==> src/rtl/bpsk_packet_modem.sv <==
// BPSK link core: parallel-load packet serializer and sine modulator on the
// transmit side, coherent correlating demodulator with preamble framing on
// the receive side. One carrier cycle spans one bit period.
module bpsk_packet_modem #(
    parameter int PACKET_SIZE     = 192,
    parameter int DATA_WIDTH      = 12,
    parameter int SAMPLES_PER_BIT = 16
) (
    input  logic                   clock,
    input  logic                   reset_n,
    input  logic [PACKET_SIZE-1:0] packet,
    input  logic                   tx_start,
    input  logic                   tx_enable,
    output logic [DATA_WIDTH-1:0]  tx_sample,
    output logic                   tx_busy,
    output logic                   tx_done,
    input  logic [DATA_WIDTH-1:0]  rx_sample,
    output logic [7:0]             rx_byte,
    output logic                   rx_valid,
    output logic                   rx_locked
);

    localparam int K_W   = $clog2(SAMPLES_PER_BIT);
    localparam int BIT_W = $clog2(PACKET_SIZE);
    localparam int BYTES = PACKET_SIZE / 8 - 1;
    localparam int BC_W  = $clog2(BYTES + 1);
    localparam int PW    = 2 * DATA_WIDTH + 2;
    localparam int ACC_W = PW + K_W;

    localparam logic [DATA_WIDTH-1:0] MID       = {1'b1, {(DATA_WIDTH-1){1'b0}}};
    localparam logic [K_W-1:0]        K_LAST    = K_W'(SAMPLES_PER_BIT - 1);
    localparam logic [K_W-1:0]        K_ONE     = K_W'(1);
    localparam logic [K_W-1:0]        K_TWO     = K_W'(2);
    localparam logic [BIT_W-1:0]      BIT_LAST  = BIT_W'(PACKET_SIZE - 1);
    localparam logic [BC_W-1:0]       BYTE_LAST = BC_W'(BYTES - 1);
    localparam logic signed [DATA_WIDTH:0] QUARTER =
        {3'b000, 1'b1, {(DATA_WIDTH-3){1'b0}}};
    localparam logic signed [ACC_W-1:0] STRONG =
        {{(ACC_W-2*DATA_WIDTH+1){1'b0}}, 1'b1, {(2*DATA_WIDTH-2){1'b0}}};

    // One carrier cycle of signed sine samples, amplitude MID-1, rounded.
    logic signed [DATA_WIDTH:0] sine_tab [SAMPLES_PER_BIT];
    for (genvar g = 0; g < SAMPLES_PER_BIT; g++) begin : g_sine
        localparam real AMP = (2.0 ** (DATA_WIDTH - 1) - 1.0) *
                              $sin(2.0 * 3.14159265358979 * g / SAMPLES_PER_BIT);
        localparam int  VAL = (AMP >= 0.0) ? $rtoi(AMP + 0.5) : -$rtoi(0.5 - AMP);
        assign sine_tab[g] = VAL[DATA_WIDTH:0];
    end

    // Offset-binary sample for one bit: MID plus or minus the sine value.
    function automatic logic [DATA_WIDTH-1:0] modulate(input logic b,
                                                       input logic signed [DATA_WIDTH:0] s);
        logic signed [DATA_WIDTH+1:0] mid_ext;
        logic signed [DATA_WIDTH+1:0] s_ext;
        logic signed [DATA_WIDTH+1:0] v;
        mid_ext = {2'b00, MID};
        s_ext   = {s[DATA_WIDTH], s};
        v       = b ? (mid_ext + s_ext) : (mid_ext - s_ext);
        return v[DATA_WIDTH-1:0];
    endfunction

    // Carrier-present detector on the centred receive sample.
    function automatic logic over_quarter(input logic signed [DATA_WIDTH:0] c);
        logic signed [DATA_WIDTH:0] mag;
        mag = c[DATA_WIDTH] ? -c : c;
        return mag > QUARTER;
    endfunction

    // A bit decision is trusted only when the correlation is large enough.
    function automatic logic is_strong(input logic signed [ACC_W-1:0] a);
        logic signed [ACC_W-1:0] mag;
        mag = a[ACC_W-1] ? -a : a;
        return mag >= STRONG;
    endfunction

    logic [PACKET_SIZE-1:0] tx_shift;
    logic [K_W-1:0]         tx_phase;
    logic [BIT_W-1:0]       tx_bits;

    // Serializer and modulator: one phase step per enabled busy cycle.
    always_ff @(posedge clock) begin
        if (!reset_n) begin
            tx_busy   <= 1'b0;
            tx_done   <= 1'b0;
            tx_sample <= MID;
            tx_phase  <= '0;
            tx_bits   <= '0;
        end else begin
            tx_done <= 1'b0;
            if (!tx_busy) begin
                tx_sample <= MID;
                if (tx_start) begin
                    tx_shift <= packet;
                    tx_busy  <= 1'b1;
                    tx_phase <= '0;
                    tx_bits  <= '0;
                end
            end else if (!tx_enable) begin
                tx_sample <= MID;
            end else begin
                tx_sample <= modulate(tx_shift[PACKET_SIZE-1], sine_tab[tx_phase]);
                if (tx_phase == K_LAST) begin
                    tx_phase <= '0;
                    tx_shift <= tx_shift << 1;
                    if (tx_bits == BIT_LAST) begin
                        tx_busy <= 1'b0;
                        tx_done <= 1'b1;
                    end else begin
                        tx_bits <= tx_bits + 1'b1;
                    end
                end else begin
                    tx_phase <= tx_phase + 1'b1;
                end
            end
        end
    end

    typedef enum logic [1:0] {RX_IDLE, RX_HUNT, RX_LOCKED} rx_state_t;

    rx_state_t                  rx_state;
    logic [K_W-1:0]             rx_phase;
    logic signed [ACC_W-1:0]    acc;
    logic [7:0]                 rx_shift;
    logic [2:0]                 rx_bitcnt;
    logic [BC_W-1:0]            rx_bytecnt;
    logic signed [DATA_WIDTH:0] rx_centered;
    logic [K_W-1:0]             rx_idx;
    logic signed [PW-1:0]       rx_cen_ext;
    logic signed [PW-1:0]       rx_sin_ext;
    logic signed [PW-1:0]       rx_product;
    logic signed [ACC_W-1:0]    acc_next;
    logic [7:0]                 shift_next;
    logic                       bit_one;

    // The triggering sample is taken as phase 1, so IDLE correlates with S(1).
    assign rx_centered = $signed({1'b0, rx_sample}) - $signed({1'b0, MID});
    assign rx_idx      = (rx_state == RX_IDLE) ? K_ONE : rx_phase;
    assign rx_cen_ext  = {{(PW-DATA_WIDTH-1){rx_centered[DATA_WIDTH]}}, rx_centered};
    assign rx_sin_ext  = {{(PW-DATA_WIDTH-1){sine_tab[rx_idx][DATA_WIDTH]}}, sine_tab[rx_idx]};
    assign rx_product  = rx_cen_ext * rx_sin_ext;
    assign acc_next    = acc + {{(ACC_W-PW){rx_product[PW-1]}}, rx_product};
    assign bit_one     = !acc_next[ACC_W-1] && (acc_next != '0);
    assign shift_next  = {rx_shift[6:0], bit_one};

    // Correlating receiver: rx_phase is the carrier phase of the current sample.
    always_ff @(posedge clock) begin
        if (!reset_n) begin
            rx_state   <= RX_IDLE;
            rx_phase   <= '0;
            acc        <= '0;
            rx_shift   <= '0;
            rx_bitcnt  <= '0;
            rx_bytecnt <= '0;
            rx_byte    <= '0;
            rx_valid   <= 1'b0;
            rx_locked  <= 1'b0;
        end else begin
            rx_valid <= 1'b0;
            if (rx_state == RX_IDLE) begin
                if (over_quarter(rx_centered)) begin
                    rx_phase <= K_TWO;
                    acc      <= {{(ACC_W-PW){rx_product[PW-1]}}, rx_product};
                    rx_shift <= '0;
                    rx_state <= RX_HUNT;
                end
            end else if (rx_phase != K_LAST) begin
                acc      <= acc_next;
                rx_phase <= rx_phase + 1'b1;
            end else begin
                acc      <= '0;
                rx_phase <= '0;
                if (!is_strong(acc_next)) begin
                    rx_state  <= RX_IDLE;
                    rx_locked <= 1'b0;
                end else if (rx_state == RX_HUNT) begin
                    rx_shift <= shift_next;
                    if (shift_next == 8'hFF) begin
                        rx_state   <= RX_LOCKED;
                        rx_locked  <= 1'b1;
                        rx_bitcnt  <= '0;
                        rx_bytecnt <= '0;
                    end
                end else begin
                    rx_shift  <= shift_next;
                    rx_bitcnt <= rx_bitcnt + 1'b1;
                    if (rx_bitcnt == 3'd7) begin
                        rx_byte  <= shift_next;
                        rx_valid <= 1'b1;
                        if (rx_bytecnt == BYTE_LAST) begin
                            rx_state  <= RX_IDLE;
                            rx_locked <= 1'b0;
                        end else begin
                            rx_bytecnt <= rx_bytecnt + 1'b1;
                        end
                    end
                end
            end
        end
    end

endmodule

==> config.mk <==
export PLATFORM = sky130hd
export DESIGN_NAME = bpsk_packet_modem
export DESIGN_NICKNAME = d
export VERILOG_FILES = /design/src/rtl/bpsk_packet_modem.sv
export SDC_FILE = /design/constraint.sdc
export NUM_CORES = 1
export LEC_CHECK = 0
export BUFFER_PORTS_ARGS = -buffer_cell sky130_fd_sc_hd__buf_2
export CELL_PAD_IN_SITES_DETAIL_PLACEMENT = 0
export CELL_PAD_IN_SITES_GLOBAL_PLACEMENT = 1
export CORE_ASPECT_RATIO = 0.9
export CORE_MARGIN = 5
export CORE_UTILIZATION = 45
export CTS_CLUSTER_DIAMETER = 30
export CTS_CLUSTER_SIZE = 25
export DETAILED_ROUTE_END_ITERATION = 7
export GPL_TIMING_DRIVEN = 0
export PLACE_DENSITY_LB_ADDON = 0.1
export SYNTH_ARGS = -nofsm -noshare
export SYNTH_HDL_FRONTEND = slang
export SYNTH_SLANG_ARGS = --single-unit
==> constraint.sdc <==
create_clock -name clock -period 18.1 [get_ports clock]
set_clock_uncertainty 0.05 [all_clocks]
set_input_delay 4.525 -clock clock [delete_from_list [all_inputs] [get_ports clock]]
set_output_delay 4.525 -clock clock [all_outputs]
set_load 0.02 [all_outputs]
==> load_flow_metrics.sql <==
INSERT INTO impl_metrics (metric_group, metric, value, unit) VALUES
('synth', 'syn_inst', '1900', ''),
('global_routing', 'grt_first_pass_wirelength', '87.8', 'mm'),
('global_routing', 'pin_count_of_the_biggest_net_entering_global_routing', '32', ''),
('routing', 'routed-via-count', '15500', ''),
('synth', 'yosysSeqAreaShare', '36.3', '%'),
('worst_hold_path', 'min-delay-path-class', 'flip-flop to flip-flop', ''),
('routing', 'totalWireLength', '55.0', 'mm'),
('sta', 'setup_tns', '0', 'ps'),
('placed_design', 'numPortBuffers', '229', ''),
('clock_tree', 'cts.repair.resized', '0', ''),
('routing', 'detail_route.drc_violations', '0', ''),
('setup_path', 'timing.critical_path.arrival', '15410', 'ps'),
('sta', 'timing.final.setup_violations', '0', ''),
('routing', 'detail_route.wl_per_cell', '19.1', 'um'),
('synth', 'post_synth.cell_area_avg', '10.9', 'um2'),
('synth', 'synth_enable_flop_cells', '192', ''),
('worst_hold_path', 'hold_depth', '2', ''),
('clock_tree', 'cts_tree', 'built', ''),
('routing', 'routed_via_density', '5.38', ''),
('clock_tree', 'clkSinkCount', '279', ''),
('sta', 'fmax', '66.7', 'MHz'),
('clock_tree', 'cts.hold.buffers_added', '0', ''),
('die', 'io_pins', '232', ''),
('global_routing', 'first_global_vias', '15800', ''),
('setup_path', 'crit_fanout', '10', ''),
('setup_path', 'timing.critical_path.required', '18520', 'ps'),
('die', 'initial_core_util', '45.5', '%'),
('setup_path', 'r2r_slack', '5000', 'ps'),
('synth', 'synthFlopType', 'edfxtp_1', ''),
('sta', 'tightest_slew', '1180', 'ps'),
('sta', 'timing.final.crit_share', '82.8', '%'),
('synth', 'cells_taking_the_most_area_after_synthesis', 'edfxtp_1 (28%), fa_1 (15%), mux2_2 (11%)', ''),
('synth', 'synth_area', '20700', 'um2'),
('global_routing', 'grt_antenna_before_repair', '33', ''),
('synth', 'synth.ff_latch_count', '279', ''),
('sta', 'rsz_0062_raised_after_global_routing', 'false', ''),
('sta', 'period_needed', '14990', 'ps'),
('die', 'die_outline_area', '50300', 'um2'),
('routing', 'drt-pass1-iter-count', '5', ''),
('global_routing', 'grt_overflow', '0', ''),
('clock_tree', 'clk_transition_reported_paths', '50', 'ps'),
('clock_tree', 'post_cts_buffers', '0', ''),
('clock_tree', 'clk_root_buffer_cell', 'clkbuf_16', ''),
('setup_path', 'critPathSlowestCell', 'a311oi_1', ''),
('setup_path', 'criticalPathCategory', 'input pin to flip-flop', ''),
('die', 'rows', '74', ''),
('synth', 'synth_common_cells', 'mux2_2 (193), edfxtp_1 (192), inv_1 (175)', ''),
('die', 'placeableCoreArea', '45400', 'um2'),
('die', 'die_h', '213', 'um'),
('placed_design', 'dp_hpwl', '43.2', 'mm'),
('cells_and_area', 'post_route_cells_drive_above_1_share', '24.9', '%'),
('routing', 'drtIter0Drc', '914', ''),
('setup_path', 'timing.reg2reg.worst_path_depth', '39', ''),
('die', 'dieWidth', '236', 'um'),
('routing', 'antenna_violating_nets_post_route', '0', ''),
('setup_path', 'max_stage_delay', '720', 'ps'),
('worst_hold_path', 'hold_start', 'rx_bitcnt[1]', ''),
('cells_and_area', 'num-nets-final', '2686', ''),
('run_status', 'outcome', 'completed', ''),
('clock_tree', 'cts_made_buffers', '66', ''),
('setup_path', 'r2r-end', 'rx_bytecnt[1]', ''),
('synth', 'post_synth_num_cell_types', '81', ''),
('synth', 'async_flop_share', '0', '%'),
('sta', 'drv_slew', '0', ''),
('clock_tree', 'cts.path.max_buffers', '3', ''),
('run', 'drv.max_cap_violation_count', '0', ''),
('synth', 'synthDominantCellAreaShare', '27.9', '%'),
('synth', 'yosysWarnings', '0', ''),
('worst_hold_path', 'worst_hold_path_endpoint', 'rx_bitcnt[1]', ''),
('setup_path', 'critical_path_end_type', 'flip-flop', ''),
('setup_path', 'critical_path.startpoint_type', 'input pin', ''),
('synth', 'leading_cell_type_by_number_of_instances_after_synthesis', 'mux2_2', ''),
('sta', 'final_hold_viol_count', '0', ''),
('setup_path', 'worst_r2r_startpoint', 'rx_state[1]', ''),
('placed_design', 'gpl.final_weighted_congestion', '0.882', ''),
('clock_tree', 'htree_levels', '3', ''),
('global_routing', 'groute.usage.overall', '21.9', '%'),
('cells_and_area', 'area_growth_syn_to_layout', '21.6', '%'),
('clock_tree', 'clk_latency', '580', 'ps'),
('synth', 'synth_top_cell_by_area', 'edfxtp_1', ''),
('synth', 'syn-num-nets', '2381', ''),
('sta', 'slew-limit-headroom', '20.9', '%');
==> metal layers <==
layer	GRT usage, %	vias up	part of all wire [%]
met5	0	-	0.44
met4	5.54	44	1.8
met3	8.01	108	8.0
met2	33.1	403	44
met1	30.2	7548	45
li1	-	7371	-
==> placed cells by master, fill, tap and decap left out, types with 9 or more instances in the layout <==
master / netlist / routed
a211o_1: 10 / 10
a211oi_1: 12 / 12
a21o_1: 12 / 12
a21oi_1: 95 / 94
a221oi_1: 12 / 12
a31oi_1: 9 / 9
and2_1: 69 / 69
and3_1: 9 / 9
buf_2: 3 / 232
bufinv_16: 0 / 11
clkbuf_1: 81 / 91
clkbuf_16: 0 / 68
dfxtp_1: 87 / 87
diode_2: 0 / 11
edfxtp_1: 192 / 192
fa_1: 157 / 157
ha_1: 116 / 116
inv_1: 175 / 175
mux2_2: 193 / 193
mux2i_1: 14 / 14
nand2_1: 109 / 109
nand2b_1: 19 / 19
nand3_1: 41 / 41
nand4_1: 17 / 17
nor2_1: 119 / 119
nor2b_1: 23 / 23
nor3_1: 34 / 34
nor3b_1: 16 / 16
o211ai_1: 14 / 14
o21ai_0: 55 / 55
o21ai_1: 10 / 10
o21bai_1: 9 / 9
or3_1: 9 / 9
xnor2_1: 31 / 31
xor2_1: 29 / 29
==> worst max path at each step <==
stage / slack, ps / from / end / cells after the start
after CTS: 3240 / rx_sample[11] / rx_bytecnt[0] / 37
after global routing: 2530 / rx_sample[11] / rx_bytecnt[1] / 37
final: 3110 / rx_sample[11] / rx_bytecnt[1] / 37
after global placement: -1670 / reset_n / tx_shift[149] / 5
after floorplan: 2850 / reset_n / tx_shift[0] / 4
after detailed placement: 2680 / rx_sample[11] / rx_bytecnt[1] / 37
==> worst max-delay path, delay by kind of cell <==
kind	cells	cell delay (ps)
AOI/OAI and AO/OA	13	4630
adders and majority gates	8	3720
buffers and inverters	9	1280
and+or+nand+nor	7	1240
==> cell families (layout without fill, tap and decap cells) <==
family          Yosys count  in the layout  share of synthesized area [%]
mux                     208            208                           11.3
flops                   279            279                           36.3
xor+xnor                 60             60                           2.54
fa+ha+maj               273            273                           22.2
buf+inv                 261            617                           4.80
other cells               0             11                              0
compound gates          319            319                           10.4
simple gates            500            500                           12.4
==> sequential cells by signal, summed over array words and instances (netlist names) <==
register / flops
tx_bits: 8
tx_shift: 192
tx_phase: 4
rx_state: 2
rx_locked: 1
rx_phase: 4
tx_busy: 1
rx_shift: 7
rx_valid: 1
tx_sample: 12
acc: 30
rx_bitcnt: 3
rx_bytecnt: 5
tx_done: 1
rx_byte: 8
==> layout make-up <==
type                            count  area, um2
Inverter                          176        661
Timing Repair Buffer              237       1310
Clock buffer                       79       1750
Clock inverter                     40        606
Antenna cell                       11       27.5
Fill cell                        4021      20200
Multi-Input combinational cell   1360      12200
Tap cell                          608        761
Sequential cell                   279       7510
Buffer                             85        330
==> through the flow <==
| step | setup slack [ps] | utilization, % | hold WS, ps | cells | cell area (um2) |
|---|---|---|---|---|---|
| 2_1_floorplan | 2850 | - | 391 | 1900 | 20700 |
| 3_3_place_gp | -1670 | 49.7 | 398 | 2737 | 22600 |
| 3_5_place_dp | 2680 | 50.1 | 409 | 2745 | 22700 |
| 4_1_cts | 3240 | 55.3 | 415 | 2864 | 25100 |
| 5_1_grt | 2530 | 55.4 | 448 | 2870 | 25100 |
| 6_report | 3110 | 55.4 | 414 | 2875 | 25100 |
Power is not shown: default switching activity piles up to over one toggle a cycle in this logic, so the estimate is an artifact.
